[src/rtl/gmux_pkg.sv]
// gmux_pkg
//   Shared definitions for the gmux_nway_arb multiplexer family:
//   - GMUX_MODE_SEL / GMUX_MODE_RR : values for the MODE parameter
//   - lock_state_t                 : burst-lock state (used with GMUX_LOCK_EN)
//   - clog2()                      : elaboration-time ceiling log2
package gmux_pkg;

    localparam int unsigned GMUX_MODE_SEL = 0;
    localparam int unsigned GMUX_MODE_RR  = 1;

    typedef enum logic {
        LOCK_IDLE = 1'b0,
        LOCK_HELD = 1'b1
    } lock_state_t;

    // Ceiling log2, at least 1 so a select field is never zero-width.
    function automatic int unsigned clog2(input int unsigned n);
        int unsigned r;
        r = 1;
        for (int unsigned i = 1; i < 32; i++) begin
            if ((32'd1 << i) < n) begin
                r = i + 1;
            end
        end
        return r;
    endfunction

endpackage

[src/rtl/gmux_rr_pick.sv]
// gmux_rr_pick
//   Combinational rotating-priority encoder. Scans req starting at ptr+1,
//   wrapping modulo NUM_IN, and reports the first requesting index.
// Ports
//   req     in   NUM_IN  request vector
//   ptr     in   SEL_W   index granted last; it has lowest priority now
//   gnt_idx out  SEL_W   winning index (0 when gnt_any=0)
//   gnt_any out  1       at least one request present
module gmux_rr_pick #(
    parameter int unsigned NUM_IN = 4,
    parameter int unsigned SEL_W  = 2
) (
    input  logic [NUM_IN-1:0] req,
    input  logic [SEL_W-1:0]  ptr,
    output logic [SEL_W-1:0]  gnt_idx,
    output logic              gnt_any
);

    always_comb begin
        int unsigned idx;
        idx     = 0;
        gnt_idx = '0;
        gnt_any = 1'b0;
        for (int unsigned k = 1; k <= NUM_IN; k++) begin
            // ptr < NUM_IN, so one conditional subtract is enough to wrap.
            idx = 32'(ptr) + k;
            if (idx >= NUM_IN) begin
                idx = idx - NUM_IN;
            end
            if (!gnt_any && req[idx]) begin
                gnt_any = 1'b1;
                gnt_idx = SEL_W'(idx);
            end
        end
    end

endmodule

[src/rtl/gmux_nway_arb.sv]
// gmux_nway_arb
//   N-way, W-bit multiplexer with a single registered output stage and
//   valid/ready handshake per channel. Source is picked by an external
//   select (MODE=GMUX_MODE_SEL) or a round-robin arbiter (MODE=GMUX_MODE_RR).
//   Optional macro GMUX_LOCK_EN adds burst locking via in_last/out_last.
// Ports
//   clk        in   1             rising-edge clock
//   rst_n      in   1             asynchronous reset, active low
//   in_data    in   NUM_IN*WIDTH  channel i at [i*WIDTH +: WIDTH]
//   in_valid   in   NUM_IN        channel i has a beat
//   in_ready   out  NUM_IN        channel i beat accepted this cycle
//   sel        in   SEL_W         requested channel (ignored in RR mode)
//   in_last    in   NUM_IN        last beat of a burst (GMUX_LOCK_EN only)
//   out_last   out  1             registered last flag (GMUX_LOCK_EN only)
//   out_data   out  WIDTH         registered selected data
//   out_valid  out  1             out_data holds a beat
//   out_ready  in   1             consumer accepts the beat
//   out_src    out  SEL_W         channel that supplied out_data
module gmux_nway_arb
    import gmux_pkg::*;
#(
    parameter  int unsigned WIDTH  = 16,
    parameter  int unsigned NUM_IN = 4,
    parameter  int unsigned MODE   = GMUX_MODE_SEL,
    localparam int unsigned SEL_W  = clog2(NUM_IN)
) (
    input  logic                    clk,
    input  logic                    rst_n,
    input  logic [NUM_IN*WIDTH-1:0] in_data,
    input  logic [NUM_IN-1:0]       in_valid,
    output logic [NUM_IN-1:0]       in_ready,
    input  logic [SEL_W-1:0]        sel,
`ifdef GMUX_LOCK_EN
    input  logic [NUM_IN-1:0]       in_last,
    output logic                    out_last,
`endif
    output logic [WIDTH-1:0]        out_data,
    output logic                    out_valid,
    input  logic                    out_ready,
    output logic [SEL_W-1:0]        out_src
);

    logic             load;
    logic             accept;
    logic [SEL_W-1:0] base_idx;
    logic             base_any;
    logic [SEL_W-1:0] gnt_idx;
    logic             gnt_any;
    logic [WIDTH-1:0] gnt_data;
`ifdef GMUX_LOCK_EN
    logic             gnt_last;
    lock_state_t      lock_state;
    logic [SEL_W-1:0] lock_idx;
`endif

    // Output register can take a new beat when empty or being drained.
    assign load   = !out_valid || out_ready;
    assign accept = load && gnt_any;

    generate
        if (MODE == GMUX_MODE_RR) begin : g_rr
            logic [SEL_W-1:0] rr_ptr;
            logic             advance;

`ifdef GMUX_LOCK_EN
            // Pointer moves only when a burst completes.
            assign advance = accept && gnt_last;
`else
            assign advance = accept;
`endif

            always_ff @(posedge clk or negedge rst_n) begin
                if (!rst_n) begin
                    rr_ptr <= SEL_W'(NUM_IN - 1);
                end else if (advance) begin
                    rr_ptr <= gnt_idx;
                end
            end

            gmux_rr_pick #(
                .NUM_IN (NUM_IN),
                .SEL_W  (SEL_W)
            ) u_pick (
                .req     (in_valid),
                .ptr     (rr_ptr),
                .gnt_idx (base_idx),
                .gnt_any (base_any)
            );
        end else begin : g_sel
            // Out-of-range sel matches no channel and therefore grants nothing.
            always_comb begin
                base_idx = sel;
                base_any = 1'b0;
                for (int unsigned i = 0; i < NUM_IN; i++) begin
                    if (sel == SEL_W'(i)) begin
                        base_any = in_valid[i];
                    end
                end
            end
        end
    endgenerate

`ifdef GMUX_LOCK_EN
    // While locked, the burst owner overrides both sel and the rr scan.
    always_comb begin
        gnt_idx = base_idx;
        gnt_any = base_any;
        if (lock_state == LOCK_HELD) begin
            gnt_idx = lock_idx;
            gnt_any = 1'b0;
            for (int unsigned i = 0; i < NUM_IN; i++) begin
                if (lock_idx == SEL_W'(i)) begin
                    gnt_any = in_valid[i];
                end
            end
        end
    end
`else
    assign gnt_idx = base_idx;
    assign gnt_any = base_any;
`endif

    always_comb begin
        gnt_data = '0;
`ifdef GMUX_LOCK_EN
        gnt_last = 1'b0;
`endif
        for (int unsigned i = 0; i < NUM_IN; i++) begin
            if (gnt_idx == SEL_W'(i)) begin
                gnt_data = in_data[i*WIDTH +: WIDTH];
`ifdef GMUX_LOCK_EN
                gnt_last = in_last[i];
`endif
            end
        end
    end

    always_comb begin
        in_ready = '0;
        for (int unsigned i = 0; i < NUM_IN; i++) begin
            in_ready[i] = accept && (gnt_idx == SEL_W'(i));
        end
    end

    always_ff @(posedge clk or negedge rst_n) begin
        if (!rst_n) begin
            out_valid <= 1'b0;
            out_data  <= '0;
            out_src   <= '0;
        end else if (load) begin
            out_valid <= gnt_any;
            if (gnt_any) begin
                out_data <= gnt_data;
                out_src  <= gnt_idx;
            end
        end
    end

`ifdef GMUX_LOCK_EN
    always_ff @(posedge clk or negedge rst_n) begin
        if (!rst_n) begin
            out_last   <= 1'b0;
            lock_state <= LOCK_IDLE;
            lock_idx   <= '0;
        end else if (accept) begin
            out_last   <= gnt_last;
            lock_state <= gnt_last ? LOCK_IDLE : LOCK_HELD;
            lock_idx   <= gnt_idx;
        end
    end
`endif

endmodule

[config.mk]
export PLATFORM = sky130hd
export DESIGN_NAME = gmux_nway_arb
export DESIGN_NICKNAME = d
export VERILOG_FILES = /design/src/rtl/gmux_pkg.sv /design/src/rtl/gmux_rr_pick.sv /design/src/rtl/gmux_nway_arb.sv
export SDC_FILE = /design/constraint.sdc
export NUM_CORES = 1
export LEC_CHECK = 0
export CAP_MARGIN = 20
export CELL_PAD_IN_SITES_DETAIL_PLACEMENT = 0
export CELL_PAD_IN_SITES_GLOBAL_PLACEMENT = 1
export CORE_MARGIN = 5
export CORE_UTILIZATION = 24
export DETAILED_ROUTE_END_ITERATION = 7
export HOLD_SLACK_MARGIN = 0.1
export PLACE_DENSITY = 0.82
export SLEW_MARGIN = 20
export SYNTH_ARGS = -nofsm -noshare
export SYNTH_HDL_FRONTEND = slang
export SYNTH_SLANG_ARGS = --single-unit
[constraint.sdc]
create_clock -name clk -period 1.8 [get_ports clk]
set_input_delay 0.27 -clock clk [delete_from_list [all_inputs] [get_ports clk]]
set_output_delay 0.27 -clock clk [all_outputs]
set_load 0.03 [all_outputs]
# == After elaboration in Yosys (flattened, before gate mapping) ==
# Index checks and enable logic that the tools add are counted.
# totals
ff_bits,19
inputBits,73
output_inout_bits,23
wordCells,23
# op_classes
n_eq_ne,3
mux,8
reduce_logical,9
# ops
operator,count
16-bit 2-to-1 mux,4
1-bit logical AND,5
"2-bit equality test, second input constant",2
1-bit 2-to-1 mux,4
"2-bit by 1-bit equality test with 1-bit output, second input constant",1
2-bit zero test,1
2-bit AND reduction,1
1-bit zero test,1
1-bit logical OR,1

# == Longest topological paths before layout ==
# Gate-level depths: netlist of the first run.
# depth
word_depth,7
depth_mapped,6
ltp_nobuf,4

# == Least setup slack after synthesis of the first run ==
# Ideal clock, no wire load.
# synth_timing
path_type,flip-flop to flip-flop
start,register out_valid
end,register out_data[10]
setup_time_ns,0.125
arrival_ns,1.541
required_ns,1.675
slack_ns,0.133
path_stages_with_launch,7
path_buffers,2
synth_period_minus_slack_ns,1.667
cell_sequence,dfrtp_1 > nand2b_1 > nor3b_2 > nor2b_1 > buf_6 > buf_6 > mux2_4
# synth_between
elab_chain_cells,3
# synth_lines
element,line,source
from (decl),gmux_nway_arb.sv:38,"output logic out_valid,"
from (signal assigned),gmux_nway_arb.sv:151,out_valid <= gnt_any;
1-bit zero test,gmux_nway_arb.sv:57,assign load = !out_valid || out_ready;
1-bit logical OR,gmux_nway_arb.sv:57,
2-bit AND reduction (no line),--,
to (signal assigned),gmux_nway_arb.sv:153,out_data <= gnt_data;
to (decl),gmux_nway_arb.sv:37,"output logic [WIDTH-1:0] out_data,"
# Every way passes these cells.
# A chain may end at the register's enable or synchronous reset.

# == Worst setup path after layout of the first run ==
# layout_timing
start,input out_ready
end,output in_ready[0]
# layout_between
elab_chain_cells,3
# layout_lines
element,line,source
from (decl),gmux_nway_arb.sv:39,"input logic out_ready,"
1-bit logical OR,gmux_nway_arb.sv:57,
1-bit logical AND,gmux_nway_arb.sv:58,assign accept = load && gnt_any;
1-bit logical AND,gmux_nway_arb.sv:141,in_ready[i] = accept && (gnt_idx == SEL_W'(i));
to (decl),gmux_nway_arb.sv:31,"output logic [NUM_IN-1:0] in_ready,"
# Every way passes these cells.

==> results of run 1 <==
==> layout by cell type, fill, tap and decap left out <==
| cell type | count |
|---|---|
| mux2_4 | 11 |
| inv_1 | 3 |
| mux4_2 | 16 |
| nand3_2 | 1 |
| dlygate4sd2_1 | 1 |
| nand2_1 | 2 |
| and2_1 | 2 |
| clkdlybuf4s50_1 | 90 |
| nor2_1 | 2 |
| clkbuf_8 | 3 |
| nand2b_4 | 1 |
| nor3b_4 | 1 |
| mux2i_2 | 1 |
| o21ai_0 | 2 |
| buf_4 | 14 |
| clkinv_2 | 1 |
| buf_6 | 1 |
| mux2_1 | 7 |
| nor2b_2 | 1 |
| dfrtp_1 | 19 |
==> logic make-up after synthesis <==
| group | share of synthesized area [%] |
|---|---|
| and+or+nand+nor | 5.15 |
| DFF | 39.1 |
| AOI/OAI and AO/OA | 0.824 |
| muxes | 50.6 |
| buffers and inverters | 4.32 |
==> flip-flops by register name, indices dropped and copies added (netlist names) <==
signal,flops
out_data,16
out_src,2
out_valid,1
==> synth_stat cells (all sizes together) <==
library cell | instances | area, um2
dfrtp | 19 | 475
o21ai | 2 | 10.0
nand3 | 1 | 10.0
nand2b | 1 | 6.26
nor2 | 2 | 7.51
inv | 3 | 11.3
mux4 | 16 | 360
mux2 | 18 | 244
nor3b | 1 | 12.5
mux2i | 1 | 10.0
buf | 6 | 41.3
nand2 | 2 | 7.51
and2 | 2 | 12.5
nor2b | 1 | 6.26
==> layer usage <==
layer  part of all wire (%)  up-vias  GRT usage (%)  wire length, um
met2                     52       52           21.6             2040
met4                   0.10        0           2.03                4
met1                     40      523           14.2             1550
met3                    8.0        2           3.33              314
li1                       -      496              -                -
met5                      0        -              0                0
==> through the flow <==
stage	util [%]	hold WS (ps)	instances	TNS [ps]	instance area, um2
finish	48.8	355	246	0	2350
global route	48.8	385	246	-0.637	2350
CTS	48.5	363	246	0	2340
detailed placement	47.1	485	240	-5230	2270
global placement	47.1	474	240	-4320	2270
floorplan	-	-25.6	75	0	1210
==> worst paths after layout <==
path | endpoint | cells past startpoint | slack (ps)
setup / recovery | in_ready[0] | 6 | 80
hold / removal | out_data[6]$_DFFE_PN0P_ | 2 | 360
setup reg to reg | out_src[0]$_DFFE_PN0P_ | 6 | 230
hold reg to reg | out_src[0]$_DFFE_PN0P_ | 1 | 500
max in group asynchronous | out_data[9]$_DFFE_PN0P_ | 2 | 1240
min in group clk | out_src[0]$_DFFE_PN0P_ | 1 | 500
==> what timing repair did <==
action | CTS | global route
endpoints found under the setup margin | 14 | 2
hold buffers | 0 | 0
endpoints found under the hold margin | 0 | 0
setup buffers | 2 | 0
gates resized for setup | 3 | 2
==> area by class of cell <==
cell class                 count  area (um2)  area share [%]
multi-input combinational     47         707            30.1
clock inverter                 1        5.00           0.213
sequential                    19         475            20.2
clock buffer                   3        41.3            1.76
timing repair buffer         106        1030            43.7
tap                           67        83.8            3.57
inverter                       3        11.3           0.479
==> power breakdown <==
group	switching (mW)	leakage [nW]	total [mW]	internal (mW)
Clock	0.143	0.0255	0.297	0.154
Sequential	0.0639	0.221	0.600	0.536
Combinational	0.400	0.719	0.921	0.521
==> critical path, stage by stage <==
cell,delay (ps)
clkdlybuf4s50_1,460
nand2b_4,130
nor3b_4,190
buf_4,140
and2_1,120
buf_4,150
==> results_dict.tcl, run 1 <==
set metrics [dict create \
    setup_violations 0 \
    ios 96 \
    final.period_utilization_pct 95.7 \
    synth_nets 148 \
    antenna_left 0 \
    firstDrtPassIters 2 \
    cts_tree "built" \
    grt-ovfl-total 0 \
    grt_max_degree 20 \
    critical_path_class "input port to primary output" \
    status "completed" \
    drt_iter0_markers 24 \
    clk_latency_ps 250 \
    gp_congestion 0.708 \
    cts_buffer_depth 2 \
    fmax_mhz 580 \
    cts-root-buf "clkbuf_8" \
    clock_skew_ps 2.85 \
    vias 1073 \
    grt_antenna_before_repair 0 \
    p_per_area_nw_per_um2 774 \
    synth_area_um2 1210 \
    cts_made_buffers 3 \
    synth_warnings 0 \
    fp.dieW_um 81.2 \
    layout-drive-gt1-share_pct 28.5 \
    avgRoutedWirePerCell_um 15.9 \
    htreeDepth 1 \
    ys_ff_latch 19 \
    critPathLaunch "out_ready" \
    grt_pass1_vias 1247 \
    leakage_nw 0.965 \
    die_y_um 81.2 \
    place_ws_ps -329 \
    worstPathRequired_ps 1530 \
    std_cell_rows 25 \
    setup_ws_ps 76.8 \
    hold_viol_final 0 \
    total_power_mw 1.82 \
    nFillCells 456 \
    tightest_slew_ps 331 \
    ys_types 17 \
    grt_pass1_wl_mm 6.01 \
    hp-class "input port to asynchronous set/reset pin" \
    clkTransAtPathRegs_ps 70 \
    drv_slew 0 \
    avgSynthCellArea_um2 16.2 \
    area_delta_synth_final_pct 93.4 \
    drv_cap 0 \
    end_kind "primary output" \
    hpwl_mm 3.38 \
    remaining_drc_errors 0 \
    portBuffers 95 \
    diodes 0 \
    ir_drop_mv 0.316 \
    dieArea_um2 6590 \
    arrival_ps 1450 \
    cts_sinks 19 \
    yosysSeqAreaShare_pct 39.1 \
    relSlewSlack_pct 77.9 \
    drt-total-wl_mm 3.91 \
    syn_inst 75 \
    fin_crit_ps 1720 \
    via_per_inst 4.36 \
    grt_usage_pct 11.9 \
    initial_core_util_pct 25.2 \
    critPathMaxFanout 3 \
    r2r_start "out_valid$_DFFE_PN0P_" \
    final_nets 253 \
    setup.worst_path.start_class "input port" \
    core-area_um2 4820 \
]
(Power assumes the default switching activity.)
==> run 2: changes to the inputs <==
SKIP_LAST_GASP = 1   (was default)
==> results of run 2 <==
The final DEF is identical to that of run 1; final timing and power are the same.
==> run 3: changes to the inputs <==
ABC_CLOCK_PERIOD_IN_PS = 1800   (was default)
==> results of run 3 <==
The final DEF is identical to that of run 1; final timing and power are the same.
